$ cat config.mk
export PLATFORM = sky130hd
export DESIGN_NAME = load_store_unit
export DESIGN_NICKNAME = d
export VERILOG_FILES = /design/src/rtl/lsu_pkg.sv /design/src/rtl/lsu_align_check.sv /design/src/rtl/load_store_unit.sv
export SDC_FILE = /design/constraint.sdc
export NUM_CORES = 1
export LEC_CHECK = 0
export CAP_MARGIN = 20
export CORE_ASPECT_RATIO = 0.5
export CORE_UTILIZATION = 30
export DETAILED_ROUTE_END_ITERATION = 8
export DONT_BUFFER_PORTS = 1
export PLACE_DENSITY_LB_ADDON = 0.08
export SKIP_CTS_REPAIR_TIMING = 1
export SLEW_MARGIN = 20
export SYNTH_ARGS = -nofsm -noshare
export SYNTH_HDL_FRONTEND = slang
export SYNTH_SLANG_ARGS = --single-unit
$ cat constraint.sdc
create_clock -name clk -period 10.9 [get_ports clk]
set_clock_uncertainty 0.2 [all_clocks]
set_input_delay 2.18 -clock clk [delete_from_list [all_inputs] [get_ports clk]]
set_output_delay 2.18 -clock clk [all_outputs]
set_load 0.03 [all_outputs]
$ cat src/rtl/lsu_pkg.sv
// Shared definitions for the load/store unit: DataMem op encodings and FSM state constants.
package lsu_pkg;

    localparam logic [2:0] M_LB  = 3'd0;
    localparam logic [2:0] M_LH  = 3'd1;
    localparam logic [2:0] M_LW  = 3'd2;
    localparam logic [2:0] M_LBU = 3'd4;
    localparam logic [2:0] M_LHU = 3'd5;

    // Stores reuse the load encodings; DataMem sizes the write from memOp[1:0].
    localparam logic [2:0] M_SB  = M_LB;
    localparam logic [2:0] M_SH  = M_LH;
    localparam logic [2:0] M_SW  = M_LW;

    typedef logic [1:0] lsu_state_t;

    localparam lsu_state_t S_IDLE    = 2'd0;
    localparam lsu_state_t S_ACCESS  = 2'd1;
    localparam lsu_state_t S_CAPTURE = 2'd2;
    localparam lsu_state_t S_RESP    = 2'd3;

endpackage

$ cat src/rtl/lsu_align_check.sv
// Combinational legality check of an incoming request: bad opcodes, misalignment and
// unsigned-store encodings all fault.
module lsu_align_check
    import lsu_pkg::*;
(
    input  logic [1:0] addr,
    input  logic [2:0] mem_op,
    input  logic       we,
    output logic       fault
);

    always_comb begin
        fault = 1'b0;
        case (mem_op)
            M_LB, M_LBU: fault = 1'b0;
            M_LH, M_LHU: fault = addr[0];
            M_LW:        fault = |addr;
            default:     fault = 1'b1;
        endcase
        if (we && (mem_op == M_LBU || mem_op == M_LHU)) begin
            fault = 1'b1;
        end
    end

endmodule

$ cat src/rtl/load_store_unit.sv
// Load/store unit: one request at a time, drives DataMem from latched registers and
// returns exactly one data or fault response, with saturating completion counters.
module load_store_unit
    import lsu_pkg::*;
#(
    parameter int unsigned ADDR_W = 32,
    parameter int unsigned DATA_W = 32,
    parameter int unsigned CNT_W  = 16
) (
    input  logic              clk,
    input  logic              rst,
    input  logic              reqValid,
    output logic              reqReady,
    input  logic [ADDR_W-1:0] reqAddr,
    input  logic [DATA_W-1:0] reqWdata,
    input  logic [2:0]        reqMemOp,
    input  logic              reqWe,
    output logic              rspValid,
    input  logic              rspReady,
    output logic [DATA_W-1:0] rspRdata,
    output logic              rspFault,
    output logic [ADDR_W-1:0] memAddr,
    output logic [DATA_W-1:0] memDin,
    output logic [2:0]        memOp,
    output logic              memWe,
    input  logic [DATA_W-1:0] memDout,
    output logic [CNT_W-1:0]  loadCnt,
    output logic [CNT_W-1:0]  storeCnt,
    output logic [CNT_W-1:0]  faultCnt
);

    lsu_state_t        state;
    logic [ADDR_W-1:0] addr_q;
    logic [DATA_W-1:0] wdata_q;
    logic [DATA_W-1:0] rdata_q;
    logic [2:0]        op_q;
    logic              we_q;
    logic              fault_q;
    logic              req_fault;
    logic [CNT_W-1:0]  load_cnt;
    logic [CNT_W-1:0]  store_cnt;
    logic [CNT_W-1:0]  fault_cnt;

    lsu_align_check u_align_check (
        .addr   (reqAddr[1:0]),
        .mem_op (reqMemOp),
        .we     (reqWe),
        .fault  (req_fault)
    );

    assign reqReady = (state == S_IDLE) && !rst;
    assign rspValid = (state == S_RESP);
    assign rspFault = (state == S_RESP) && fault_q;
    assign rspRdata = rdata_q;
    assign memAddr  = addr_q;
    assign memDin   = wdata_q;
    assign memOp    = op_q;
    // Gate on rst so an asynchronous reset during ACCESS cannot commit a write.
    assign memWe    = (state == S_ACCESS) && we_q && !rst;
    assign loadCnt  = load_cnt;
    assign storeCnt = store_cnt;
    assign faultCnt = fault_cnt;

    always_ff @(posedge clk or posedge rst) begin
        if (rst) begin
            state     <= S_IDLE;
            addr_q    <= '0;
            wdata_q   <= '0;
            rdata_q   <= '0;
            op_q      <= '0;
            we_q      <= 1'b0;
            fault_q   <= 1'b0;
            load_cnt  <= '0;
            store_cnt <= '0;
            fault_cnt <= '0;
        end else begin
            case (state)
                S_IDLE: begin
                    if (reqValid) begin
                        addr_q  <= reqAddr;
                        wdata_q <= reqWdata;
                        op_q    <= reqMemOp;
                        we_q    <= reqWe;
                        fault_q <= req_fault;
                        rdata_q <= '0;
                        state   <= req_fault ? S_RESP : S_ACCESS;
                    end
                end
                S_ACCESS: begin
                    state <= we_q ? S_RESP : S_CAPTURE;
                end
                S_CAPTURE: begin
                    rdata_q <= memDout;
                    state   <= S_RESP;
                end
                S_RESP: begin
                    if (rspReady) begin
                        state <= S_IDLE;
                        if (fault_q) begin
                            if (fault_cnt != '1) fault_cnt <= fault_cnt + 1'b1;
                        end else if (we_q) begin
                            if (store_cnt != '1) store_cnt <= store_cnt + 1'b1;
                        end else begin
                            if (load_cnt != '1) load_cnt <= load_cnt + 1'b1;
                        end
                    end
                end
                default: state <= S_IDLE;
            endcase
        end
    end

endmodule

==> metrics.yaml, run 1 <==
grt:
  grt_overflow: 0
  grt_use_total_pct: 15.20
  grt_pass1_wl_um: 24450
  met2_usage_pct: 23.70
  grt_max_degree: 70
  antenna_found_initial: 0
  grt_util_met3_pct: 7.695
  grt.busiest_layer: "met2"
  grt_pass1_vias: 3942
  grtUsageMet1_pct: 18.22
detailed_routing:
  postRouteAntennaNets: 0
  vias_per_cell: 5.029
  wl_per_cell_um: 20.88
  first_pass_iters: 4
  drtIter0Drc: 201
  num_vias: 3807
  drc_errors: 0
  finalWirelength_um: 15810
sta:
  hold_viol: 0
  final.min_clock_period_ns: 5.269
  whs_ns: 0.3734
  setup_viol: 0
  fmax_mhz: 189.8
  fin_tns_setup_ns: 0
  drv_slew: 0
  fin_ws_ns: 5.631
  finalCritPeriodShare_pct: 48.34
  slew_headroom_pct: 36.99
  worstMarginPinSlew_ns: 0.9452
  rsz0062_at_grt: "no"
cts:
  cts.clk_slew.worst_paths_ns: 0.06
  h-tree-depth: 4
  cts_buffer_depth: 2
  clk_latency_ns: 0.43
  cts_num_sinks: 151
  cts_buffers: 17
  cts_tree: "done"
  root_buffer: "clkbuf_16"
power:
  power_switching_share_pct: 42.69
  power_switching_uw: 985.9
  power_frac_comb_pct: 17.8
  power.density_nw_per_um2: 321.1
  intPower_mw: 1.324
  p_leak_nw: 3.186
  p_clk_share_pct: 24.6
  p_seq_share_pct: 57.6
  ir_drop_mv: 0.1664
place:
  dp_hpwl_um: 11070
  port_buffers: 0
  gp_congestion: 0.7472
  dpl-instance-area_um2: 6633
  pre_cts_ws_ns: 5.585
final_layout:
  fin_area_um2: 7192
  seq_area_um2: 3779
  utilization_pct: 34.91
  layout_commonest_cell: "dfrtp_1"
  drive_gt1_share_pct: 24.38
  layout_common_cells: "151 x dfrtp_1, 73 x mux2_2, 32 x a22o_1"
  fillers: 2056
  multi_input_area_um2: 2452
  synthToLayoutAreaGrowth_pct: 13.93
  final_net_count: 584
  num_antenna_cells: 0
outcome:
  outcome: "finished clean"
critical_path:
  crit_cells: 2
  critical_path_class: "input port to primary output"
  crit_start: "rst"
  rrSetupSlack_ns: 8.26
  crit_required_ns: 8.52
  critical_path.endpoint: "memWe"
  path_max_fanout: 45
  crit_family: "simple AND/OR/NAND/NOR gates"
  reg2reg_to: "faultCnt[10]"
  worstSetupStartpointType: "input port"
  endpoint_kind: "primary output"
  crit_buf_inv: 1
  r2r_start: "state[1]"
  r2r_cells: 5
  cp_cell_sequence: "inv_6 > and3_1"
  worstPathArrival_ns: 2.89
  slowest_delay_ns: 0.40
  slowest_stage: "and3_1"
min_path:
  whs_path_depth: 2
  hp-class: "register to register"
logic_synthesis:
  yosys_register_bits: 151
  synth_edf_count: 0
  synthCells: 465
  syn_nets: 577
  synthArstFlopShare_pct: 100.0
  yosys_warnings: 0
  ys.flop_type: "dfrtp_1"
  synth_seq_area_share_pct: 59.86
  syn_avg_cell_area_um2: 13.57
  netlist_area_um2: 6312
  yosysUniqueCellTypes: 47
floorplanning:
  rows: 37
  core_um2: 20600
  start_util_pct: 30.64
  die_x_um: 207.1
  io_pins: 255
  die_h_um: 104.6
  fp.dieArea_um2: 21660
run:
  maxCapViolCount: 0
==> worst reg2reg max path, delay by kind of cell (launching register included) <==
family	cells	cell delay [ns]
adder cells (fa/ha/maj)	1	0.50
flip-flops	1	0.41
AND/OR/NAND/NOR	3	1.10
multiplexers	1	0.32
==> Yosys cell counts (all sizes together) (8+ instances only) <==
master | instances | area (µm²)
xnor2 | 16 | 140.1
mux2 | 74 | 837.1
nand3 | 17 | 90.09
a21oi | 10 | 50.05
nand4 | 15 | 100.1
inv | 9 | 33.78
xor2 | 22 | 192.7
and3 | 9 | 57.56
ha | 8 | 100.1
a22o | 32 | 280.3
buf | 8 | 33.78
nor2 | 10 | 40.04
dfrtp | 151 | 3779
nand2 | 14 | 52.55
==> sequential cells by signal, indices dropped and copies added, names as in the netlist <==
signal	count
memAddr	32
memDin	32
rspRdata	32
faultCnt	16
loadCnt	16
storeCnt	16
memOp	3
state	2
fault_q	1
we_q	1
==> logic make-up (layout without fill, tap and decap cells) <==
| kind of cell | Yosys count | after routing | share of synthesized area (%) |
|---|---|---|---|
| buf+inv | 24 | 43 | 1.487 |
| compound gates | 68 | 68 | 8.226 |
| fa+ha+maj | 8 | 8 | 1.586 |
| mux | 77 | 77 | 13.74 |
| flops | 151 | 151 | 59.86 |
| xor+xnor | 38 | 38 | 5.272 |
| simple gates | 99 | 99 | 9.832 |
==> how the worst min path moves through the flow <==
stage	from	to	slack (ns)
final	state[1]	state[1]	0.37
after global routing	state[1]	state[1]	0.45
after CTS	state[1]	state[1]	0.39
after detailed placement	state[1]	state[1]	0.38
after global placement	state[1]	state[1]	0.37
after floorplan	state[1]	state[1]	0.32
==> power by group through the flow <==
stage                     sequential (mW)  clock (mW)  combinational (mW)
final                                1.33       0.569               0.411
after global routing                 1.35       0.621               0.458
after CTS                            1.34       0.595               0.422
after detailed placement             1.34           0               0.422
after global placement               1.35           0               0.406
after floorplan                      1.27           0               0.351
==> metal layers <==
metal / up-vias / share of wire (%)
met5: - / 0
met4: 0 / 0.96
met3: 9 / 8.6
met2: 112 / 48
met1: 1955 / 42
li1: 1731 / -
==> layout make-up <==
type                    instances  area share (%)
flip-flops and latches        151           52.54
well taps                     273           4.749
clock inverters                 8           1.392
clock buffers                  23           6.367
inverters                       9          0.5393
repair buffers                  3          0.3132
multi-input cells             290           34.10
==> through the flow <==
stage | std cells | total power, mW
2_1_floorplan | 465 | 1.618
3_3_place_gp | 726 | 1.753
3_5_place_dp | 726 | 1.762
4_1_cts | 757 | 2.353
5_1_grt | 757 | 2.433
6_report | 757 | 2.310
Note: power is estimated with default switching activity, not from simulation.
==> inputs of run 2 (changes only) <==
- clock period: 10.9 -> 5.47 ns (I/O delays scaled with it)
==> run 2 against run 1 <==
  * Final cell count up 0.13%
  * First-iteration DRC count is 11% lower
  * Count of clock-buffer cells in the layout is 3 lower
  * Total power increased by 100%
  * Critical path depth is the same
  * Cell area increased by 1.0%
  * Register-to-register slack worse by 5.5 ns
  * Non-clock buffer count grew 1
  * Via count down 0.63%
  * Die area stayed put
  * Setup slack worse by 3.9 ns
  * Critical path type unchanged
  * Largest power group unchanged
==> metrics.yaml, run 2 (synthesis gave the netlist of run 1 again) <==
min_path:
  min_delay_worst_endpoint: "state[1]"
  whs_path_depth: 2  # unchanged
  worstHoldStart: "state[1]"
  hp-class: "register to register"
critical_path:
  path_max_fanout: 41  # -8.9%
  endpoint_kind: "primary output"
  crit_required_ns: 4.18  # -4.34 ns
  cp_cell_sequence: "clkinvlp_4 > and3_1"
  worstPathArrival_ns: 2.43  # -0.46 ns
  worstSetupStartpointType: "input port"
  critical_path_class: "input port to primary output"
  crit_family: "buffers and inverters"
  slowest_stage: "clkinvlp_4"
  slowest_delay_ns: 0.68  # +0.28 ns
  reg2reg_to: "memDin[6]"
  r2r_start: "state[1]"
  r2r_cells: 5  # unchanged
  crit_buf_inv: 1  # unchanged
  rrSetupSlack_ns: 2.78  # -5.48 ns
power:
  power.density_nw_per_um2: 646.5  # +100%
  ir_drop_mv: 0.2666  # +60%
  p_leak_nw: 3.203  # +0.54%
  finalPower_mw: 4.696  # +100%
cts:
  cts_num_sinks: 151  # unchanged
  cts.clk_slew.worst_paths_ns: 0.06  # about the same
  cts_buffer_depth: 2  # unchanged
  root_buffer: "clkbuf_16"
  cts_tree: "done"
  cts_buffers: 17  # unchanged
  h-tree-depth: 4  # unchanged
  clk_latency_ns: 0.42  # about the same
floorplanning:
  die_x_um: 207.1  # unchanged
  die_h_um: 104.6  # unchanged
  fp.dieArea_um2: 21660  # unchanged
  core_um2: 20600  # unchanged
  start_util_pct: 30.64  # unchanged
  io_pins: 255  # unchanged
  rows: 37  # unchanged
grt:
  antenna_found_initial: 0  # unchanged
  grt_overflow: 0  # unchanged
  grt_max_degree: 59  # -16%
  grt_pass1_vias: 3921  # -0.53%
  grt_pass1_wl_um: 23390  # -4.3%
  grt_use_total_pct: 14.05  # -1.2 points
final_layout:
  num_antenna_cells: 0  # unchanged
  final_net_count: 585  # +0.17%
  finalNonFillerCells: 758  # +0.13%
  synthToLayoutAreaGrowth_pct: 15.08
  layout_common_cells: "151 x dfrtp_1, 73 x mux2_2, 32 x a22o_1"
  layout_commonest_cell: "dfrtp_1"
  drive_gt1_share_pct: 25.36  # +0.98 points
  utilization_pct: 35.26  # +0.35 points
  fin_area_um2: 7264  # +1.0%
sta:
  hold_viol: 0  # unchanged
  finalCritPeriodShare_pct: 68.00
  slew_headroom_pct: 39.37  # +2.4 points
  fmax_mhz: 268.8
  final.min_clock_period_ns: 3.720
  fin_tns_setup_ns: 0  # unchanged
  worstMarginPinSlew_ns: 0.9075  # -0.03768 ns
  rsz0062_at_grt: "no"
  setup_viol: 0  # unchanged
  drv_slew: 0  # unchanged
place:
  gp_congestion: 0.7728  # +3.4%
  port_buffers: 0  # unchanged
  dp.cells: 727  # +0.14%
  dp_hpwl_um: 10330  # -6.7%
  dpl-instance-area_um2: 6635  # about the same
detailed_routing:
  num_vias: 3783  # -0.63%
  finalWirelength_um: 14840  # -6.1%
  postRouteAntennaNets: 0  # unchanged
  drc_errors: 0  # unchanged
  drtIter0Drc: 178  # -11%
  first_pass_iters: 4  # unchanged
  wl_per_cell_um: 19.58  # -6.2%
  vias_per_cell: 4.991  # -0.76%
outcome:
  outcome: "finished clean"
run:
  maxCapViolCount: 0  # unchanged
run 2: changes by cell type in the layout (fill, tap and decap cells not counted):
cell and delta:
nand2_4 -1, nand2_2 +1, clkbuf_8 +1, clkbuf_1 -4, clkinvlp_4 +4, bufinv_16 +2, clkinv_2 -2, clkinv_4 -1
buf_4 +1
run 2: worst max-delay path by stage:
stage,from,to,cells after the start
final,rst,memWe,2
after global routing,rst,memWe,2
after CTS,rst,memWe,2
after detailed placement,rst,memWe,2
after global placement,rst,memWe,2
after floorplan,rst,memWe,2
run 2: cell type report:
class / count / area (µm²)
Sequential cell: 151 / 3779
Fill cell: 2017 / 13340
Inverter: 9 / 37.54
Tap cell: 273 / 341.6
Multi-Input combinational cell: 290 / 2447
Timing Repair Buffer: 4 / 30.03
Clock inverter: 11 / 172.7
Clock buffer: 20 / 456.7
run 2: layer usage:
metal / GRT usage (%) / share of wire [%]
met5: 0 / 0
met4: 6.130 / 1.4
met3: 5.861 / 7.4
met2: 21.31 / 48
met1: 17.55 / 43
run 2: where the power goes:
group	switching, mW	internal [mW]	total [mW]
sequential	1.13	1.51	2.64
clock	0.467	0.786	1.25
combinational	0.359	0.445	0.804
total	1.95	2.74	4.70
run 2: through the flow:
stage,setup WS [ns],hold WS (ns)
after floorplan,0.1297,0.3183
after global placement,1.610,0.3723
after detailed placement,1.656,0.3721
after CTS,1.645,0.3903
after global routing,1.529,0.4694
final,1.750,0.3895
==> inputs of run 3 (changes only) <==
- clock period: 5.47 -> 3.2 ns (I/O delays scaled with it)
==> run 3 against run 2 <==
  * Final cell count grew 0.26%
  * First-iteration DRC count is 33% higher
  * Sequential cell count did not move
  * Setup slack got worse by 1.2 ns
  * Register-to-register slack got worse by 2.0 ns
  * Clock power is 65% higher
  * Routed wire length up 3.2%
  * Largest cell class unchanged
==> metrics.yaml, run 3 (synthesis gave the netlist of run 1 again) <==
floorplanning:
  die_x_um: 207.1  # unchanged
  fp.dieArea_um2: 21660  # unchanged
  rows: 37  # unchanged
  io_pins: 255  # unchanged
  start_util_pct: 30.64  # unchanged
  die_h_um: 104.6  # unchanged
  core_um2: 20600  # unchanged
detailed_routing:
  vias_per_cell: 5.092  # +2.0%
  finalWirelength_um: 15310  # +3.2%
  num_vias: 3870  # +2.3%
  postRouteAntennaNets: 0  # unchanged
  wl_per_cell_um: 20.15  # +2.9%
  drtIter0Drc: 236  # +33%
  first_pass_iters: 6  # +2
  drc_errors: 0  # unchanged
place:
  port_buffers: 0  # unchanged
  dp_hpwl_um: 10440  # +1.0%
  gp_congestion: 0.7635  # -1.2%
critical_path:
  reg2reg_to: "loadCnt[1]"
  critical_path_class: "register to primary output"
  crit_required_ns: 2.36  # -1.82 ns
  worstPathArrival_ns: 1.84  # -0.59 ns
  critical_path.endpoint: "reqReady"
  r2r_cells: 5  # unchanged
  crit_start: "state[0]"
  endpoint_kind: "primary output"
  worstSetupStartpointType: "register"
  r2r_start: "loadCnt[0]"
  path_max_fanout: 5  # -88%
  rrSetupSlack_ns: 0.81  # -1.97 ns
grt:
  grt_pass1_vias: 4049  # +3.3%
  grt_overflow: 0  # unchanged
  grt_use_total_pct: 14.62  # +0.58 points
  grt_pass1_wl_um: 24180  # +3.4%
  antenna_found_initial: 0  # unchanged
  grt_max_degree: 152  # +160%
sta:
  rsz0062_at_grt: "no"
  worstMarginPinSlew_ns: 0.8228  # -0.08473 ns
  finalCritPeriodShare_pct: 83.76
  setup_viol: 0  # unchanged
  slew_headroom_pct: 45.15  # +5.8 points
  drv_slew: 0  # unchanged
  hold_viol: 0  # unchanged
  fmax_mhz: 373.1
  final.min_clock_period_ns: 2.680
power:
  p_leak_nw: 3.222  # +0.58%
  ir_drop_mv: 0.5125  # +92%
  finalPower_mw: 7.989  # +70%
  power.density_nw_per_um2: 1098  # +70%
min_path:
  hp-class: "input port to register"
final_layout:
  num_antenna_cells: 0  # unchanged
  fillers: 2028  # +0.55%
  layout_commonest_cell: "dfrtp_1"
  drive_gt1_share_pct: 26.08  # +0.72 points
  final_net_count: 586  # +0.17%
  utilization_pct: 35.31  # +0.042 points
  synthToLayoutAreaGrowth_pct: 15.22
  layout_common_cells: "151 x dfrtp_1, 73 x mux2_2, 32 x a22o_1"
cts:
  root_buffer: "clkbuf_16"
  clk_latency_ns: 0.43  # about the same
  cts.clk_slew.worst_paths_ns: 0.08  # +0.02 ns
  cts_buffer_depth: 2  # unchanged
  h-tree-depth: 4  # unchanged
  cts_tree: "done"
  cts_buffers: 17  # unchanged
  cts_num_sinks: 151  # unchanged
outcome:
  outcome: "finished clean"
run:
  maxCapViolCount: 0  # unchanged
==> run 3: changes by cell type in the layout (fill, tap and decap cells not counted), moves of 2 or more <==
| cell | delta |
|---|---|
| inv_6 | +7 |
| bufinv_16 | -3 |
| clkinvlp_4 | -3 |
| inv_8 | +3 |
| buf_12 | +2 |
| clkbuf_8 | -2 |
| clkinv_8 | +2 |
==> run 3: report_power, final <==
| group | switching [mW] | total [mW] | internal [mW] |
|---|---|---|---|
| clock network | 0.938 | 2.06 | 1.12 |
| logic | 0.635 | 1.42 | 0.780 |
| registers | 1.93 | 4.52 | 2.58 |
==> run 3: area by class of cell <==
cell class                      instances  area, µm²  share of cell area (%)
Timing Repair Buffer                    5      62.56                  0.8601
Clock inverter                         15      173.9                   2.391
Sequential cell                       151       3779                   51.95
Inverter                                9      37.54                  0.5161
Multi-Input combinational cell        290       2454                   33.73
Clock buffer                           17      425.4                   5.849
Tap cell                              273      341.6                   4.696
==> run 3: how the worst min path moves through the flow <==
| stage | startpoint | endpoint | slack, ns | cells after the start |
|---|---|---|---|---|
| finish | memDout[15] | rspRdata[15] | 0.13 | 1 |
| CTS | memDout[18] | rspRdata[18] | 0.10 | 1 |
| floorplan | state[1] | state[1] | 0.32 | 2 |
| detailed placement | state[1] | state[1] | 0.36 | 2 |
| global route | memDout[18] | rspRdata[18] | 0.11 | 1 |
| global placement | state[1] | state[1] | 0.35 | 2 |
==> run 3: per-stage QoR <==
step	setup TNS [ns]	hold slack (ns)	setup slack [ns]	cell area [µm²]	instances
6_report	0	0.1324	0.5198	7273	760
5_1_grt	0	0.1065	0.4050	7273	760
2_1_floorplan	-1.148	0.3183	-1.148	6317	465
3_5_place_dp	0	0.3613	0.8047	6674	728
3_3_place_gp	0	0.3543	0.8100	6673	728
4_1_cts	0	0.1030	0.4673	7273	760
==> run 3: worst max-delay path, stage by stage (launching register included) <==
cell     delay, ns
dfrtp_1       0.40
inv_1         0.14
ha_1          0.30
nor2b_1       0.58
==> run 3: routing by layer <==
layer	track usage, %	share of wire (%)
met1	18.26	44
met2	22.76	48
met3	5.440	6.7
met4	6.290	1.5
met5	0	0
